--- config.mk ---
export PLATFORM = sky130hd
export DESIGN_NAME = serial_frame_rx_flat
export DESIGN_NICKNAME = d
export VERILOG_FILES = /design/src/rtl/serial_frame_rx_if.sv /design/src/rtl/serial_frame_rx.sv /design/src/flat_wrapper.sv
export SDC_FILE = /design/constraint.sdc
export NUM_CORES = 1
export LEC_CHECK = 0
export ABC_AREA = 1
export CAP_MARGIN = 10
export CELL_PAD_IN_SITES_DETAIL_PLACEMENT = 0
export CELL_PAD_IN_SITES_GLOBAL_PLACEMENT = 1
export CORE_ASPECT_RATIO = 0.8
export CORE_MARGIN = 5
export CORE_UTILIZATION = 37
export CTS_CLUSTER_SIZE = 20
export DETAILED_ROUTE_END_ITERATION = 8
export PLACE_DENSITY_LB_ADDON = 0.12
export SYNTH_ARGS = -nofsm -noshare
export SYNTH_HDL_FRONTEND = slang
export SYNTH_SLANG_ARGS = --single-unit
--- constraint.sdc ---
create_clock -name clk_i -period 1.5 [get_ports clk_i]
set_input_delay 0.3 -clock clk_i [delete_from_list [all_inputs] [get_ports clk_i]]
set_output_delay 0.3 -clock clk_i [all_outputs]
set_load 0.03 [all_outputs]
--- src/rtl/serial_frame_rx_if.sv ---
// serial_frame_rx_if: serial line, bit strobe and parallel valid/ready bundle for serial_frame_rx.
//   bit_en       strobe; serial_in is sampled only when high
//   serial_in    serial line, idles high
//   msb_first    bit-order select, captured at the start bit
//   out_ready    consumer accepts the held word
//   parallel_out received word, index 0 is the MSB
//   out_valid    parallel_out holds an unconsumed word
//   parity_err   one-cycle pulse, parity mismatch, word dropped
//   frame_err    one-cycle pulse, stop bit low, word dropped
//   overrun      one-cycle pulse, holding register full, new word dropped
interface serial_frame_rx_if #(
   parameter int WIDTH = 4
);
   logic             bit_en;
   logic             serial_in;
   logic             msb_first;
   logic             out_ready;
   logic [0:WIDTH-1] parallel_out;
   logic             out_valid;
   logic             parity_err;
   logic             frame_err;
   logic             overrun;
   modport master (
      output bit_en, serial_in, msb_first, out_ready,
      input  parallel_out, out_valid, parity_err, frame_err, overrun
   );
   modport slave (
      input  bit_en, serial_in, msb_first, out_ready,
      output parallel_out, out_valid, parity_err, frame_err, overrun
   );
endinterface

--- src/rtl/serial_frame_rx.sv ---
// serial_frame_rx: strobed serial frame receiver (start, WIDTH data, optional even parity, stop) with a valid/ready output.
//   clk_i  system clock, rising edge
//   rst_i  synchronous active-high reset
//   bus    serial_frame_rx_if.slave: line/strobe/order/ready in, word/valid/error pulses out
module serial_frame_rx #(
   parameter int WIDTH     = 4,
   parameter bit PARITY_EN = 1'b1
) (
   input logic              clk_i,
   input logic              rst_i,
   serial_frame_rx_if.slave bus
);
   localparam int CW = (WIDTH > 2) ? $clog2(WIDTH) : 1;
   localparam logic [2:0] IDLE   = 3'd0;
   localparam logic [2:0] DATA   = 3'd1;
   localparam logic [2:0] PARITY = 3'd2;
   localparam logic [2:0] STOP   = 3'd3;
   localparam logic [2:0] BREAK  = 3'd4;
   logic [2:0]       state_q, state_d;
   logic [CW-1:0]    cnt_q, cnt_d;
   logic [0:WIDTH-1] shreg_q, shreg_d;
   logic [0:WIDTH-1] dout_q, dout_d;
   logic             msb_q, msb_d;
   logic             par_q, par_d;
   logic             valid_q, valid_d;
   logic             perr_q, perr_d;
   logic             ferr_q, ferr_d;
   logic             ovr_q, ovr_d;
   logic             good;
   logic             load;
   // par_q accumulates the XOR of every data bit and the parity bit; it must end at 0.
   // good is only meaningful on the stop sample: stop high and parity clean.
   always_comb begin
      state_d = state_q;
      cnt_d   = cnt_q;
      shreg_d = shreg_q;
      msb_d   = msb_q;
      par_d   = par_q;
      perr_d  = 1'b0;
      ferr_d  = 1'b0;
      ovr_d   = 1'b0;
      good    = bus.serial_in & ~(PARITY_EN & par_q);
      load    = 1'b0;
      if (bus.bit_en) begin
         case (state_q)
            IDLE: begin
               if (!bus.serial_in) begin
                  state_d = DATA;
                  cnt_d   = '0;
                  msb_d   = bus.msb_first;
                  par_d   = 1'b0;
               end
            end
            DATA: begin
               // MSB-first shifts toward index 0 so the first bit ends at [0]; LSB-first the other way.
               shreg_d = msb_q ? {shreg_q[1:WIDTH-1], bus.serial_in}
                               : {bus.serial_in, shreg_q[0:WIDTH-2]};
               par_d   = par_q ^ bus.serial_in;
               cnt_d   = cnt_q + 1'b1;
               if (cnt_q == CW'(WIDTH - 1)) state_d = PARITY_EN ? PARITY : STOP;
            end
            PARITY: begin
               par_d   = par_q ^ bus.serial_in;
               state_d = STOP;
            end
            STOP: begin
               state_d = bus.serial_in ? IDLE : BREAK;
               ferr_d  = ~bus.serial_in;
               perr_d  = bus.serial_in & PARITY_EN & par_q;
               // Accepting the held word on this same cycle frees the register for the new one.
               load    = good & (~valid_q | bus.out_ready);
               ovr_d   = good & valid_q & ~bus.out_ready;
            end
            BREAK: begin
               if (bus.serial_in) state_d = IDLE;
            end
            default: state_d = IDLE;
         endcase
      end
      dout_d  = load ? shreg_q : dout_q;
      valid_d = load | (valid_q & ~bus.out_ready);
   end
   always_ff @(posedge clk_i) begin
      if (rst_i) begin
         state_q <= IDLE;
         cnt_q   <= '0;
         shreg_q <= '0;
         dout_q  <= '0;
         msb_q   <= 1'b0;
         par_q   <= 1'b0;
         valid_q <= 1'b0;
         perr_q  <= 1'b0;
         ferr_q  <= 1'b0;
         ovr_q   <= 1'b0;
      end else begin
         state_q <= state_d;
         cnt_q   <= cnt_d;
         shreg_q <= shreg_d;
         dout_q  <= dout_d;
         msb_q   <= msb_d;
         par_q   <= par_d;
         valid_q <= valid_d;
         perr_q  <= perr_d;
         ferr_q  <= ferr_d;
         ovr_q   <= ovr_d;
      end
   end
   assign bus.parallel_out = dout_q;
   assign bus.out_valid    = valid_q;
   assign bus.parity_err   = perr_q;
   assign bus.frame_err    = ferr_q;
   assign bus.overrun      = ovr_q;
endmodule

--- src/flat_wrapper.sv ---
// flat-port wrapper written by rule: the top's interface ports become plain ports
module serial_frame_rx_flat 
#(
   parameter int WIDTH     = 4,
   parameter bit PARITY_EN = 1'b1
)
  (clk_i, rst_i, bus_bit_en, bus_serial_in, bus_msb_first, bus_out_ready, bus_parallel_out, bus_out_valid, bus_parity_err, bus_frame_err, bus_overrun);
  serial_frame_rx_if #(.WIDTH(WIDTH)) bus_i ();
  input logic clk_i;
  input logic rst_i;
  input wire logic [$bits(bus_i.bit_en)-1:0] bus_bit_en;
  input wire logic [$bits(bus_i.serial_in)-1:0] bus_serial_in;
  input wire logic [$bits(bus_i.msb_first)-1:0] bus_msb_first;
  input wire logic [$bits(bus_i.out_ready)-1:0] bus_out_ready;
  output wire logic [$bits(bus_i.parallel_out)-1:0] bus_parallel_out;
  output wire logic [$bits(bus_i.out_valid)-1:0] bus_out_valid;
  output wire logic [$bits(bus_i.parity_err)-1:0] bus_parity_err;
  output wire logic [$bits(bus_i.frame_err)-1:0] bus_frame_err;
  output wire logic [$bits(bus_i.overrun)-1:0] bus_overrun;
  assign bus_i.bit_en = bus_bit_en;
  assign bus_i.serial_in = bus_serial_in;
  assign bus_i.msb_first = bus_msb_first;
  assign bus_i.out_ready = bus_out_ready;
  assign bus_parallel_out = bus_i.parallel_out;
  assign bus_out_valid = bus_i.out_valid;
  assign bus_parity_err = bus_i.parity_err;
  assign bus_frame_err = bus_i.frame_err;
  assign bus_overrun = bus_i.overrun;
  serial_frame_rx #(.WIDTH(WIDTH), .PARITY_EN(PARITY_EN)) u_core (.clk_i(clk_i), .rst_i(rst_i), .bus(bus_i));
endmodule
==> results.sh, run 1 <==
export IMPL_outcome="completed"
export IMPL_post_cts_buffers=0
export IMPL_finalClockSkew_ns=0.0167
export IMPL_fin_util=0.482
export IMPL_min_period_ns=1.37
export IMPL_crit_path_start_kind="input port"
export IMPL_avgSynthCellArea_sq_um=7.25
export IMPL_design_area_sq_um=1170
export IMPL_design_core_area_sq_um=2420
export IMPL_netlist_instances=128
export IMPL_p_leak_nw=0.526
export IMPL_fin_crit_sh=0.915
export IMPL_slew_limit_headroom=0.787
export IMPL_vias=838
export IMPL_hold_ws_ns=0.471
export IMPL_hold_path_class="reg2reg"
export IMPL_cp_max_fo=9
export IMPL_synth_nets=137
export IMPL_regArea_sq_um=380
export IMPL_grt_setup_unrepaired="false"
export IMPL_ys_flop_type="dfxtp_1"
export IMPL_powerDensity_nw_per_um2=988
export IMPL_synth_edf_count=0
export IMPL_clock_root_buffer="clkbuf_4"
export IMPL_cts_tree="built"
export IMPL_clk_pin_slew_ns=0.10
export IMPL_cp_arrival_ns=1.57
export IMPL_critPathKind="in2reg"
export IMPL_vdd_drop_max_mv=0.527
export IMPL_grt_pass1_wl_um=3640
export IMPL_drt_wl_total_um=1850
export IMPL_grt_max_degree=12
export IMPL_synth_area_sq_um=928
export IMPL_synth_cell_types=20
export IMPL_grt_antenna_before_repair=0
export IMPL_io_pin_count=14
export IMPL_wl_per_cell_um=9.92
export IMPL_overflow=0
export IMPL_tns_ns=0
export IMPL_rows=16
export IMPL_place_hpwl_um=1440
export IMPL_max_freq_ghz=0.728
export IMPL_vias_per_cell=4.51
export IMPL_cts_buffers_inserted=3
export IMPL_firstDrtPassIters=4
export IMPL_yosys_warnings=0
export IMPL_ctsHoldBuffers=0
export IMPL_power_mw=1.15
export IMPL_ctsHtreeMaxLevel=1
export IMPL_layout_area_overhead_vs_synth_pct=25.7
export IMPL_ant_nets=0
export IMPL_place_area_sq_um=1150
export IMPL_clk_latency_ns=0.30
export IMPL_drc=0
export IMPL_insertedDiodeCount=0
export IMPL_drive_gt1_frac=0.147
export IMPL_grt_usage=0.132
export IMPL_initial_core_util=0.383
export IMPL_final_max_slew_viol_count=0
export IMPL_ys_async_sr_fraction=0
export IMPL_die_h_um=54.8
export IMPL_fillerInstances=258
export IMPL_clock_sinks=19
export IMPL_cts_buffer_depth=2
export IMPL_first_global_vias=857
export IMPL_globalplace_congestion=0.742
export IMPL_cts_resized=8
export IMPL_synth_seq_cells=19
export IMPL_dieArea_sq_um=3620
export IMPL_critical_path_required_ns=1.69
export IMPL_ys_seq_area_frac=0.410
export IMPL_drv_cap=0
export IMPL_tightestPinTransition_ns=0.319
export IMPL_fin_nets=160
export IMPL_die_x_um=66.0
export IMPL_multi_input_area_sq_um=459
export IMPL_port_buffers=13
export IMPL_setup_viol=0
export IMPL_drt_iter0_drc=29
export IMPL_final_hold_viol_count=0
export IMPL_end_kind="flip-flop"
==> cell type report <==
| type | instances | area share |
|---|---|---|
| multi-input cells | 86 | 0.393 |
| flip-flops and latches | 19 | 0.326 |
| repair buffers | 21 | 0.154 |
| inverters | 20 | 0.0643 |
| well taps | 36 | 0.0386 |
| clock buffers | 3 | 0.0193 |
| clock inverters | 1 | 0.00429 |
==> metal layers <==
layer  track usage  part of all wire
met5             0                 0
met4        0.0405            0.0098
met3        0.0431             0.034
met2         0.225              0.42
met1         0.161              0.53
==> report_power, final <==
group	total, mW	switching (mW)	internal, mW
Clock	0.260	0.161	0.0993
Sequential	0.597	0.0487	0.548
Combinational	0.296	0.177	0.119
Total	1.15	0.387	0.766
==> stage by stage <==
stage | setup slack, ns | std cells
global route | 0.0216 | 186
floorplan | 0.360 | 128
global placement | -0.196 | 182
CTS | 0.124 | 186
finish | 0.127 | 186
detailed placement | -0.197 | 182
==> worst max-delay path: stages <==
cell and delay, ns:
clkdlybuf4s50_1 0.48, ha_1 0.16, inv_1 0.07, nor3_4 0.33, nand3_1 0.11, nand2_1 0.07, nor2_1 0.03
==> cell usage after synthesis, types with 2 or more instances <==
cell type  number  area, sq um
nor2_4          2         22.5
nor3_1          2         10.0
ha_1            3         37.5
inv_1          18         67.6
nor2_1         18         67.6
o21ai_0        11         55.1
buf_2           2         10.0
nand2_1        21         78.8
dfxtp_1        19          380
nand3_2         2         20.0
nand2_2         2         12.5
a21oi_1        12         60.1
inv_2           2         7.51
nand3_1         8         40.0
==> cell usage in the layout, fill, tap and decap left out <==
| cell type | synthesis | final |
|---|---|---|
| nor3_4 | 1 | 1 |
| ha_1 | 3 | 3 |
| inv_2 | 2 | 2 |
| o21bai_1 | 1 | 1 |
| nand2_2 | 2 | 2 |
| nand3_2 | 2 | 2 |
| clkdlybuf4s50_1 | 0 | 5 |
| dfxtp_1 | 19 | 19 |
| nand2_1 | 21 | 21 |
| dlygate4sd2_1 | 0 | 8 |
| nor2_4 | 2 | 2 |
| clkbuf_4 | 0 | 3 |
| nand3_4 | 1 | 1 |
| o21ai_0 | 11 | 11 |
| buf_4 | 0 | 8 |
| o21a_1 | 1 | 1 |
| a21oi_1 | 12 | 12 |
| nand4_1 | 1 | 1 |
| inv_1 | 18 | 18 |
| nor3_1 | 2 | 2 |
| clkinv_2 | 0 | 1 |
| nand3_1 | 8 | 8 |
| nor2_1 | 18 | 18 |
==> kinds of logic (layout without fill, tap and decap cells) <==
kind of cell / count (synthesis) / after routing / share of synthesized area
buffers and inverters: 23 / 45 / 0.0957
AOI/OAI and AO/OA: 25 / 25 / 0.140
adders and majority gates: 3 / 3 / 0.0404
DFF: 19 / 19 / 0.410
and+or+nand+nor: 58 / 58 / 0.314
==> state kept, by name, indices dropped and copies added, names as in the netlist <==
register and cells:
u_core.cnt_q 2, u_core.par_q 1, u_core.bus.parity_err 1, u_core.bus.frame_err 1, u_core.msb_q 1, u_core.bus.overrun 1
u_core.shreg_q 4, u_core.bus.parallel_out 4, u_core.state_q 3, u_core.bus.out_valid 1
==> final timing paths <==
kind,startpoint,end,slack (ns),cells past startpoint
max,bus_serial_in,u_core.bus.parallel_out[3]$_SDFFE_PP0P_,0.13,7
min reg2reg,u_core.cnt_q[0]$_SDFFE_PP0P_,u_core.cnt_q[0]$_SDFFE_PP0P_,0.47,1
max reg2reg,u_core.par_q$_SDFFE_PP0P_,u_core.bus.parallel_out[3]$_SDFFE_PP0P_,0.22,7
min,u_core.cnt_q[0]$_SDFFE_PP0P_,u_core.cnt_q[0]$_SDFFE_PP0P_,0.47,1
Note: power is estimated with default switching activity, not from simulation.
==> inputs of run 2 (changes only) <==
CAP_MARGIN = unset   (was 10)
REMOVE_ABC_BUFFERS = 1   (was unset)
==> results.sh, run 2 (synthesis gave the netlist of run 1 again) <==
export IMPL_outcome="completed"
export IMPL_p_leak_nw=0.513
export IMPL_die_x_um=66.0
export IMPL_critPathSlowestCell="dfxtp_1"
export IMPL_drv_cap=0
export IMPL_final_max_slew_viol_count=0
export IMPL_grt_usage=0.122
export IMPL_cp_max_fo=9
export IMPL_worstPathCellList="inv_1 > nand3_2 > nor3_4 > nand3_1 > nand2_1 > nor2_1"
export IMPL_clk_pin_slew_ns=0.10
export IMPL_dp_cells=180
export IMPL_port_buffers=13
export IMPL_end_kind="flip-flop"
export IMPL_drt_iter0_drc=52
export IMPL_io_pin_count=14
export IMPL_overflow=0
export IMPL_max_freq_ghz=0.747
export IMPL_ctsHoldBuffers=0
export IMPL_reg2reg_from="u_core.state_q[2]$_SDFFE_PP0P_"
export IMPL_place_hpwl_um=1420
export IMPL_cts_buffers_inserted=3
export IMPL_min_period_ns=1.34
export IMPL_finalClockSkew_ns=0.00192
export IMPL_clock_root_buffer="clkbuf_4"
export IMPL_grt_max_degree=12
export IMPL_ctsHtreeMaxLevel=1
export IMPL_design_area_sq_um=1150
export IMPL_critical_path_required_ns=1.70
export IMPL_insertedDiodeCount=0
export IMPL_cts_buffer_depth=2
export IMPL_tightestPinTransition_ns=0.354
export IMPL_critPathMaxStageDelay_ns=0.41
export IMPL_powerDensity_nw_per_um2=994
export IMPL_layout_area_overhead_vs_synth_pct=24.0
export IMPL_power_mw=1.14
export IMPL_vias_per_cell=4.54
export IMPL_crit_path_start_kind="flip-flop"
export IMPL_grt_setup_unrepaired="false"
export IMPL_final_hold_viol_count=0
export IMPL_detailedPlace_worstSlack_ns=-0.218
export IMPL_cp_arrival_ns=1.54
export IMPL_slew_limit_headroom=0.763
export IMPL_setup_viol=0
export IMPL_cts_tree="built"
export IMPL_globalplace_congestion=0.769
export IMPL_first_global_vias=770
export IMPL_post_cts_buffers=0
export IMPL_initial_core_util=0.383
export IMPL_critPathLaunch="u_core.state_q[2]$_SDFFE_PP0P_"
export IMPL_drive_gt1_frac=0.128
export IMPL_grt_pass1_wl_um=3350
export IMPL_firstDrtPassIters=4
export IMPL_timing_final_ws_setup_ns=0.161
export IMPL_drt_wl_total_um=1820
export IMPL_grt_antenna_before_repair=0
export IMPL_critPathKind="reg2reg"
export IMPL_clock_sinks=19
export IMPL_clk_latency_ns=0.29
export IMPL_vdd_drop_max_mv=0.494
export IMPL_mostFrequentLayoutCell="nand2_1"
export IMPL_vias=836
export IMPL_place_area_sq_um=1130
export IMPL_final_cell_mix="nand2_1 (21), dfxtp_1 (19), inv_1 (18), nor2_1 (18), a21oi_1 (12)"
export IMPL_drc=0
export IMPL_fin_nets=158
export IMPL_hold_path_class="reg2reg"
export IMPL_min_from="u_core.cnt_q[0]$_SDFFE_PP0P_"
export IMPL_wl_per_cell_um=9.87
export IMPL_rows=16
export IMPL_fin_crit_sh=0.893
export IMPL_die_h_um=54.8
export IMPL_design_core_area_sq_um=2420
export IMPL_layout_cells_non_filler=184
export IMPL_dieArea_sq_um=3620
export IMPL_ant_nets=0
export IMPL_tns_ns=0
==> run 2: changes by cell type in the layout (fill, tap and decap cells not counted), sizes merged <==
cell | before | now
buf | 8 | 6
clkbuf | 3 | 4
clkinv | 1 | 0
==> run 2: worst paths after layout <==
path / to / slack (ns) / cells after the start
worst min register to register: u_core.cnt_q[0]$_SDFFE_PP0P_ / 0.47 / 1
worst min-delay path: u_core.cnt_q[0]$_SDFFE_PP0P_ / 0.47 / 1
worst max register to register: u_core.bus.parallel_out[1]$_SDFFE_PP0P_ / 0.16 / 6
worst max-delay path: u_core.bus.parallel_out[1]$_SDFFE_PP0P_ / 0.16 / 6
==> run 2: area by class of cell <==
type | instances | area, sq um
multi-input cells | 86 | 459
clock buffers | 4 | 26.3
well taps | 36 | 45.0
fillers | 256 | 1270
flip-flops and latches | 19 | 380
inverters | 20 | 75.1
repair buffers | 19 | 165
==> run 2: routing by layer <==
| metal | wire length [um] | vias up | GRT usage | share of wire |
|---|---|---|---|---|
| met4 | 13 | 0 | 0.0304 | 0.0072 |
| met3 | 102 | 2 | 0.0452 | 0.056 |
| met2 | 791 | 17 | 0.201 | 0.44 |
| met1 | 908 | 370 | 0.152 | 0.50 |
| li1 | - | 447 | - | - |
| met5 | 0 | - | 0 | 0 |
==> run 2: stage by stage <==
step | hold slack (ns) | util
6_report | 0.468 | 0.475
3_5_place_dp | 0.456 | 0.468
2_1_floorplan | 0.369 | -
3_3_place_gp | 0.458 | 0.468
4_1_cts | 0.477 | 0.475
5_1_grt | 0.513 | 0.475
==> run 2: power breakdown <==
group / internal [mW] / switching (mW)
Clock: 0.103 / 0.153
Combinational: 0.116 / 0.177
Sequential: 0.548 / 0.0467
==> run 2: what timing repair did <==
action                                  CTS  global route
pin swaps                                 0             1
gates resized for setup                   8             0
endpoints found under the setup margin    8             4
==> run 2: critical path, delay by kind of cell (launching register included) <==
| family | cells | cell delay [ns] |
|---|---|---|
| buffers and inverters | 1 | 0.12 |
| AND/OR/NAND/NOR | 5 | 0.72 |
| flip-flops | 1 | 0.41 |
